File: config.mk
export PLATFORM = sky130hd
export DESIGN_NAME = dvs_line_dma_sched_flat
export DESIGN_NICKNAME = d
export VERILOG_FILES = /design/src/rtl/dvs_line_dma_sched_if.sv /design/src/rtl/dvs_line_dma_sched.sv /design/src/flat_wrapper.sv
export SDC_FILE = /design/constraint.sdc
export NUM_CORES = 1
export LEC_CHECK = 0
export CAP_MARGIN = 15
export CORE_UTILIZATION = 40
export CTS_CLUSTER_DIAMETER = 50
export DETAILED_ROUTE_END_ITERATION = 10
export GPL_TIMING_DRIVEN = 0
export PLACE_DENSITY = 0.78
export SLEW_MARGIN = 40
export SYNTH_ARGS = -nofsm -noshare
export SYNTH_HDL_FRONTEND = slang
export SYNTH_SLANG_ARGS = --single-unit
File: constraint.sdc
create_clock -name pclk -period 1.77 [get_ports pclk]
set_clock_uncertainty 0.05 [all_clocks]
set_input_delay 0.354 -clock pclk [delete_from_list [all_inputs] [get_ports pclk]]
set_output_delay 0.354 -clock pclk [all_outputs]
set_load 0.02 [all_outputs]
File: src/rtl/dvs_line_dma_sched_if.sv
// Command/completion channel between the line scheduler and the PS CDMA.
// The scheduler is the master (drives the command); the DMA side is the slave.
interface dvs_line_dma_sched_if;
  logic        dma_cmd_valid;
  logic        dma_cmd_ready;
  logic        dma_cmd_dir;
  logic [31:0] dma_cmd_addr;
  logic [15:0] dma_cmd_len;
  logic        dma_done;
  logic        dma_err;

  modport master (
    output dma_cmd_valid, dma_cmd_dir, dma_cmd_addr, dma_cmd_len,
    input  dma_cmd_ready, dma_done, dma_err
  );

  modport slave (
    input  dma_cmd_valid, dma_cmd_dir, dma_cmd_addr, dma_cmd_len,
    output dma_cmd_ready, dma_done, dma_err
  );
endinterface

File: src/rtl/dvs_line_dma_sched.sv
// Line DMA scheduler: one CDMA command at a time, write before read; command valid 1 cycle after a request.
// Command held stable until dma_cmd_ready; requests queue one-deep per type while the DMA is busy.
module dvs_line_dma_sched #(
  parameter logic [31:0] BASE_A     = 32'h1000_0000,
  parameter logic [31:0] BASE_B     = 32'h1002_0000,
  parameter int          LINE_BYTES = 256,
  parameter int          NUM_LINES  = 128
) (
  input  logic                        pclk,
  input  logic                        reset,
  input  logic                        new_frame,
  input  logic                        rd_line_req,
  input  logic                        wr_line_req,
  dvs_line_dma_sched_if.master        dma,
  output logic                        buf_sel,
  output logic [7:0]                  rd_line,
  output logic [7:0]                  wr_line,
  output logic                        busy,
  output logic                        overrun,
  output logic                        dma_fault
);

  localparam logic [7:0]  LAST_LINE = 8'(NUM_LINES);
  localparam logic [31:0] LBYTES    = 32'(LINE_BYTES);
  localparam logic [15:0] LEN       = 16'(LINE_BYTES);

  typedef enum logic [1:0] {IDLE, ISSUE, WAIT_DONE} state_t;

  state_t      state, state_nx;
  logic        new_frame_q, frame_pend;
  logic        rd_pend, wr_pend;
  logic        cmd_dir;
  logic [31:0] cmd_addr;
  logic [15:0] cmd_len;

  logic        frame_edge, frame_apply;
  logic        load_rd, load_wr, xfer_ok, xfer_err;
  logic        accept_rd, accept_wr, rd_blocked, wr_blocked;
  logic [31:0] rd_addr, wr_addr;

  assign frame_edge = new_frame & ~new_frame_q;

  // Pulses at or after a frame edge belong to the new frame, whose counters restart at 0.
  assign accept_rd = rd_line_req & (frame_edge | frame_pend | (rd_line != LAST_LINE));
  assign accept_wr = wr_line_req & (frame_edge | frame_pend | (wr_line != LAST_LINE));

  assign rd_blocked = rd_pend & ~load_rd & ~frame_edge;
  assign wr_blocked = wr_pend & ~load_wr & ~frame_edge;

  assign rd_addr = (buf_sel ? BASE_B : BASE_A) + ({24'd0, rd_line} * LBYTES);
  assign wr_addr = (buf_sel ? BASE_A : BASE_B) + ({24'd0, wr_line} * LBYTES);

  assign dma.dma_cmd_valid = (state == ISSUE);
  assign dma.dma_cmd_dir   = cmd_dir;
  assign dma.dma_cmd_addr  = cmd_addr;
  assign dma.dma_cmd_len   = cmd_len;
  assign busy              = (state != IDLE);

  always_comb begin
    state_nx    = state;
    frame_apply = 1'b0;
    load_rd     = 1'b0;
    load_wr     = 1'b0;
    xfer_ok     = 1'b0;
    xfer_err    = 1'b0;
    case (state)
      IDLE: begin
        // Write first so the result line leaves BRAM before the next reference lands on it.
        if (frame_pend) begin
          frame_apply = 1'b1;
        end else if (wr_pend) begin
          load_wr  = 1'b1;
          state_nx = ISSUE;
        end else if (rd_pend) begin
          load_rd  = 1'b1;
          state_nx = ISSUE;
        end
      end
      ISSUE: begin
        if (dma.dma_cmd_ready) state_nx = WAIT_DONE;
      end
      WAIT_DONE: begin
        if (dma.dma_err) begin
          xfer_err = 1'b1;
          state_nx = IDLE;
        end else if (dma.dma_done) begin
          xfer_ok  = 1'b1;
          state_nx = IDLE;
        end
      end
      default: state_nx = IDLE;
    endcase
  end

  always_ff @(posedge pclk) begin
    if (reset) begin
      state       <= IDLE;
      new_frame_q <= 1'b0;
      frame_pend  <= 1'b0;
      rd_pend     <= 1'b0;
      wr_pend     <= 1'b0;
      cmd_dir     <= 1'b0;
      cmd_addr    <= 32'd0;
      cmd_len     <= 16'd0;
      buf_sel     <= 1'b0;
      rd_line     <= 8'd0;
      wr_line     <= 8'd0;
      overrun     <= 1'b0;
      dma_fault   <= 1'b0;
    end else begin
      state       <= state_nx;
      new_frame_q <= new_frame;

      if (accept_rd)                rd_pend <= 1'b1;
      else if (frame_edge | load_rd) rd_pend <= 1'b0;
      if (accept_wr)                wr_pend <= 1'b1;
      else if (frame_edge | load_wr) wr_pend <= 1'b0;

      if ((accept_rd & rd_blocked) | (accept_wr & wr_blocked)) overrun <= 1'b1;

      if (load_wr) begin
        cmd_dir  <= 1'b1;
        cmd_addr <= wr_addr;
        cmd_len  <= LEN;
      end else if (load_rd) begin
        cmd_dir  <= 1'b0;
        cmd_addr <= rd_addr;
        cmd_len  <= LEN;
      end

      if (xfer_err) dma_fault <= 1'b1;
      if (xfer_ok) begin
        if (cmd_dir) wr_line <= wr_line + 8'd1;
        else         rd_line <= rd_line + 8'd1;
      end

      if (frame_apply) begin
        rd_line <= 8'd0;
        wr_line <= 8'd0;
        buf_sel <= ~buf_sel;
      end

      if (frame_edge)       frame_pend <= 1'b1;
      else if (frame_apply) frame_pend <= 1'b0;
    end
  end

endmodule

File: src/flat_wrapper.sv
// flat-port wrapper written by rule: the top's interface ports become plain ports
module dvs_line_dma_sched_flat 
#(
  parameter logic [31:0] BASE_A     = 32'h1000_0000,
  parameter logic [31:0] BASE_B     = 32'h1002_0000,
  parameter int          LINE_BYTES = 256,
  parameter int          NUM_LINES  = 128
)
  (pclk, reset, new_frame, rd_line_req, wr_line_req, buf_sel, rd_line, wr_line, busy, overrun, dma_fault, dma_dma_cmd_valid, dma_dma_cmd_dir, dma_dma_cmd_addr, dma_dma_cmd_len, dma_dma_cmd_ready, dma_dma_done, dma_dma_err);
  dvs_line_dma_sched_if dma_i ();
  input  logic pclk;
  input  logic reset;
  input  logic new_frame;
  input  logic rd_line_req;
  input  logic wr_line_req;
  output logic buf_sel;
  output logic [7:0] rd_line;
  output logic [7:0] wr_line;
  output logic busy;
  output logic overrun;
  output logic dma_fault;
  output wire logic [$bits(dma_i.dma_cmd_valid)-1:0] dma_dma_cmd_valid;
  output wire logic [$bits(dma_i.dma_cmd_dir)-1:0] dma_dma_cmd_dir;
  output wire logic [$bits(dma_i.dma_cmd_addr)-1:0] dma_dma_cmd_addr;
  output wire logic [$bits(dma_i.dma_cmd_len)-1:0] dma_dma_cmd_len;
  input wire logic [$bits(dma_i.dma_cmd_ready)-1:0] dma_dma_cmd_ready;
  input wire logic [$bits(dma_i.dma_done)-1:0] dma_dma_done;
  input wire logic [$bits(dma_i.dma_err)-1:0] dma_dma_err;
  assign dma_dma_cmd_valid = dma_i.dma_cmd_valid;
  assign dma_dma_cmd_dir = dma_i.dma_cmd_dir;
  assign dma_dma_cmd_addr = dma_i.dma_cmd_addr;
  assign dma_dma_cmd_len = dma_i.dma_cmd_len;
  assign dma_i.dma_cmd_ready = dma_dma_cmd_ready;
  assign dma_i.dma_done = dma_dma_done;
  assign dma_i.dma_err = dma_dma_err;
  dvs_line_dma_sched #(.BASE_A(BASE_A), .BASE_B(BASE_B), .LINE_BYTES(LINE_BYTES), .NUM_LINES(NUM_LINES)) u_core (.pclk(pclk), .reset(reset), .new_frame(new_frame), .rd_line_req(rd_line_req), .wr_line_req(wr_line_req), .dma(dma_i), .buf_sel(buf_sel), .rd_line(rd_line), .wr_line(wr_line), .busy(busy), .overrun(overrun), .dma_fault(dma_fault));
endmodule
==> results of run 1 <==
## synth_stat cells (2+ instances only)
library cell	count
a211oi_1	7
a21oi_1	16
a22oi_1	2
a31oi_1	2
and3_1	2
buf_2	3
buf_4	47
clkbuf_1	4
dfxtp_1	36
ha_1	4
inv_1	8
mux2i_1	6
nand2_1	10
nand2b_1	2
nand3_1	6
nand4_1	3
nand4b_1	4
nor2_1	34
nor3_1	3
nor3b_1	2
nor4_1	2
o21ai_0	4
or3_1	2
xnor2_1	7
xor2_1	6
## state kept, by name, indices dropped and copies added (netlist names)
register and cells:
u_core.buf_sel 1, u_core.dma.dma_cmd_addr 10, u_core.dma.dma_cmd_dir 1, u_core.dma_fault 1
u_core.frame_pend 1, u_core.new_frame_q 1, u_core.overrun 1, u_core.rd_line 8
u_core.rd_pend 1, u_core.state 2, u_core.wr_line 8, u_core.wr_pend 1
## path summary, 6_finish.rpt
kind	to	cells past startpoint	start
worst max-delay path	buf_sel	1	u_core.buf_sel$_SDFFE_PP0P_
worst min-delay path	u_core.dma_fault$_SDFFE_PP0P_	2	u_core.dma_fault$_SDFFE_PP0P_
worst max register to register	u_core.wr_line[3]$_SDFFE_PP0P_	7	u_core.state[1]$_SDFFE_PP0P_
worst min register to register	u_core.dma_fault$_SDFFE_PP0P_	2	u_core.dma_fault$_SDFFE_PP0P_
## cells by family after synthesis
kind of cell             after synthesis
multiplexers                           6
XOR/XNOR                              13
AO/OA/AOI/OAI                         33
adder cells (fa/ha/maj)                4
buffers and inverters                 65
flip-flops                            36
AND/OR/NAND/NOR                       83
other                                  1
## metal layers
metal	wire [um]	track usage [%]
met3	278	5.285
met1	1962	20.66
met5	0	0
met4	42	5.556
met2	2047	25.86
## power by group
group          switching, mW  internal [mW]  leakage, nW
clock network          0.280          0.346       0.0503
registers             0.0311          0.850        0.296
logic                  0.250          0.207        0.964
## area by class of cell
cell class / instances / area (um^2)
timing repair buffer: 40 / 382.9
inverter: 8 / 30.03
clock buffer: 7 / 96.34
sequential: 36 / 728.2
multi-input combinational: 176 / 1030
tap: 67 / 83.83
buffer: 57 / 429.2
fill: 449 / 2068
## timing repair
item / CTS / global route
endpoints found under the setup margin: 18 / 2
resized for setup: 24 / 2
pin swaps: 0 / 0
==> flow_summary_export.csv, run 1 <==
group,metric,value,unit
logic_synthesis,synthXorXnorAreaFrac,5.489,%
power,finalPower,1.965,mW
sta,rsz0062_at_grt,"false",
sta,hold_violations,0,
logic_synthesis,synth_top_area_share,34.74,%
min_path,hold_path.class,"reg -> reg",
job,drv_cap,0,
finish,fin_cells,391,
routing,wl,4331,um
logic_synthesis,synth_fa_ha_area_share,2.413,%
setup_path,cp_slowest_cell,"clkdlybuf4s50_1",
sta,slew_viol_final,0,
logic_synthesis,yosysSeqAreaShare,34.74,%
finish,finish.net_count,336,
logic_synthesis,yosys.area_share.simple,22.38,%
logic_synthesis,dominantRegCellSynth,"dfxtp_1",
finish,diodes,0,
place,dp_slack,-0.2139,ns
place,placed_cell_area,2694,um^2
grt,track_usage,16.22,%
cts,clock_path_buffers,2,
routing,initialDrtViolationCount,64,
cts,htreeDepth,2,
setup_path,critPathArrivalTime,1.30,ns
setup_path,critical_path_class,"reg -> out",
cts,cts_setup_buffers,0,
floorplan,io-pin-count,78,
finish,utilization,57.34,%
setup_path,critPathMaxFanout,4,
cts,cts.clk_slew.worst_paths,0.07,ns
floorplan,die_width,74.02,um
place,gp_congestion,0.8083,
grt,grt_pass1_wl,6727,um
setup_path,slowest_delay,0.62,ns
cts,ctsHoldBuffers,0,
setup_path,endpoint_kind,"output pin",
sta,holdWs,0.4443,ns
routing,drc,0,
place,portBuffers,40,
grt,grt_max_degree,11,
floorplan,fp-row-count,25,
finish,final_common_cell,"buf_4",
logic_synthesis,yosys_warnings,0,
cts,clkSinkCount,36,
place,dpl.cell_count,384,
cts,cts_tree,"yes",
sta,setup_viol_count_final,0,
logic_synthesis,ys_types,44,
floorplan,core-area,4848,um^2
routing,vias_per_cell,4.422,
logic_synthesis,synth_top_area_cell,"dfxtp_1",
finish,fin_area,2780,um^2
logic_synthesis,syn_area_per_cell,8.608,um^2
logic_synthesis,synth-compound-area-share,9.771,%
cts,root_buffer,"clkbuf_8",
logic_synthesis,async_reset_ff_share,0,%
power,vdd_ir_drop_max,307.7,uV
status,status,"finished, final reports clean",
sta,period_minus_slack,1.704,ns
floorplan,die_area,5478,um^2
setup_path,path_delay_family,"buffers and inverters",
sta,setup_ws,0.06575,ns
logic_synthesis,synthMuxAreaShare,2.895,%
grt,grt-ovfl-total,0,
setup_path,worstPathCellList,"clkdlybuf4s50_1",
logic_synthesis,ys_ff_latch,36,
finish,drive_above_1_share,22.53,%
finish,layout_common_cells,"47 x buf_4, 37 x conb_1, 34 x nor2_1, 30 x dfxtp_1, 20 x clkdlybuf4s50_1",
setup_path,r2r_setup_slack,0.22,ns
routing,wire_per_inst,11.08,um
grt,antenna_found_initial,0,
power,p_per_area,706.7,nW/um^2
place,hpwl,3351,um
sta,fin_tns_setup,0,ns
logic_synthesis,synth-edff-count,0,
logic_synthesis,synth_cells,241,
routing,antenna_left,0,
grt,grt_pass1_vias,1511,
sta,fin_crit_sh,96.29,%
cts,numCtsBuffers,5,
setup_path,crit_required,1.37,ns
floorplan,die-height,74.02,um
finish,area_growth_syn_to_layout,34.02,%
setup_path,cp_num_buf_inv,1,
logic_synthesis,synth_area,2074,um^2
sta,fmax,586.8,MHz
routing,drtPass1Iterations,4,
floorplan,start_util,42.79,%
setup_path,critPathLaunchType,"flip-flop",
logic_synthesis,synth_area_leaders,"dfxtp_1 35%, buf_4 17%, nor2_1 6.2%",
logic_synthesis,synth_top_family_by_area,"simple AND/OR/NAND/NOR gates",
routing,vias,1729,
cts,clock_latency,0.29,ns
power,p_leak,1.311,nW
Note: power is estimated with default switching activity, not from simulation.
==> run 2: changes to the inputs <==
Settings changed: CTS_CLUSTER_DIAMETER 50 to 40.
==> results of run 2 <==
No change in the layout: final DEF, timing and power equal those of run 1.
==> run 3: changes to the inputs <==
Settings changed: CAP_MARGIN 15 to 0.
==> results of run 3 <==
No change in the layout: final DEF, timing and power equal those of run 1.
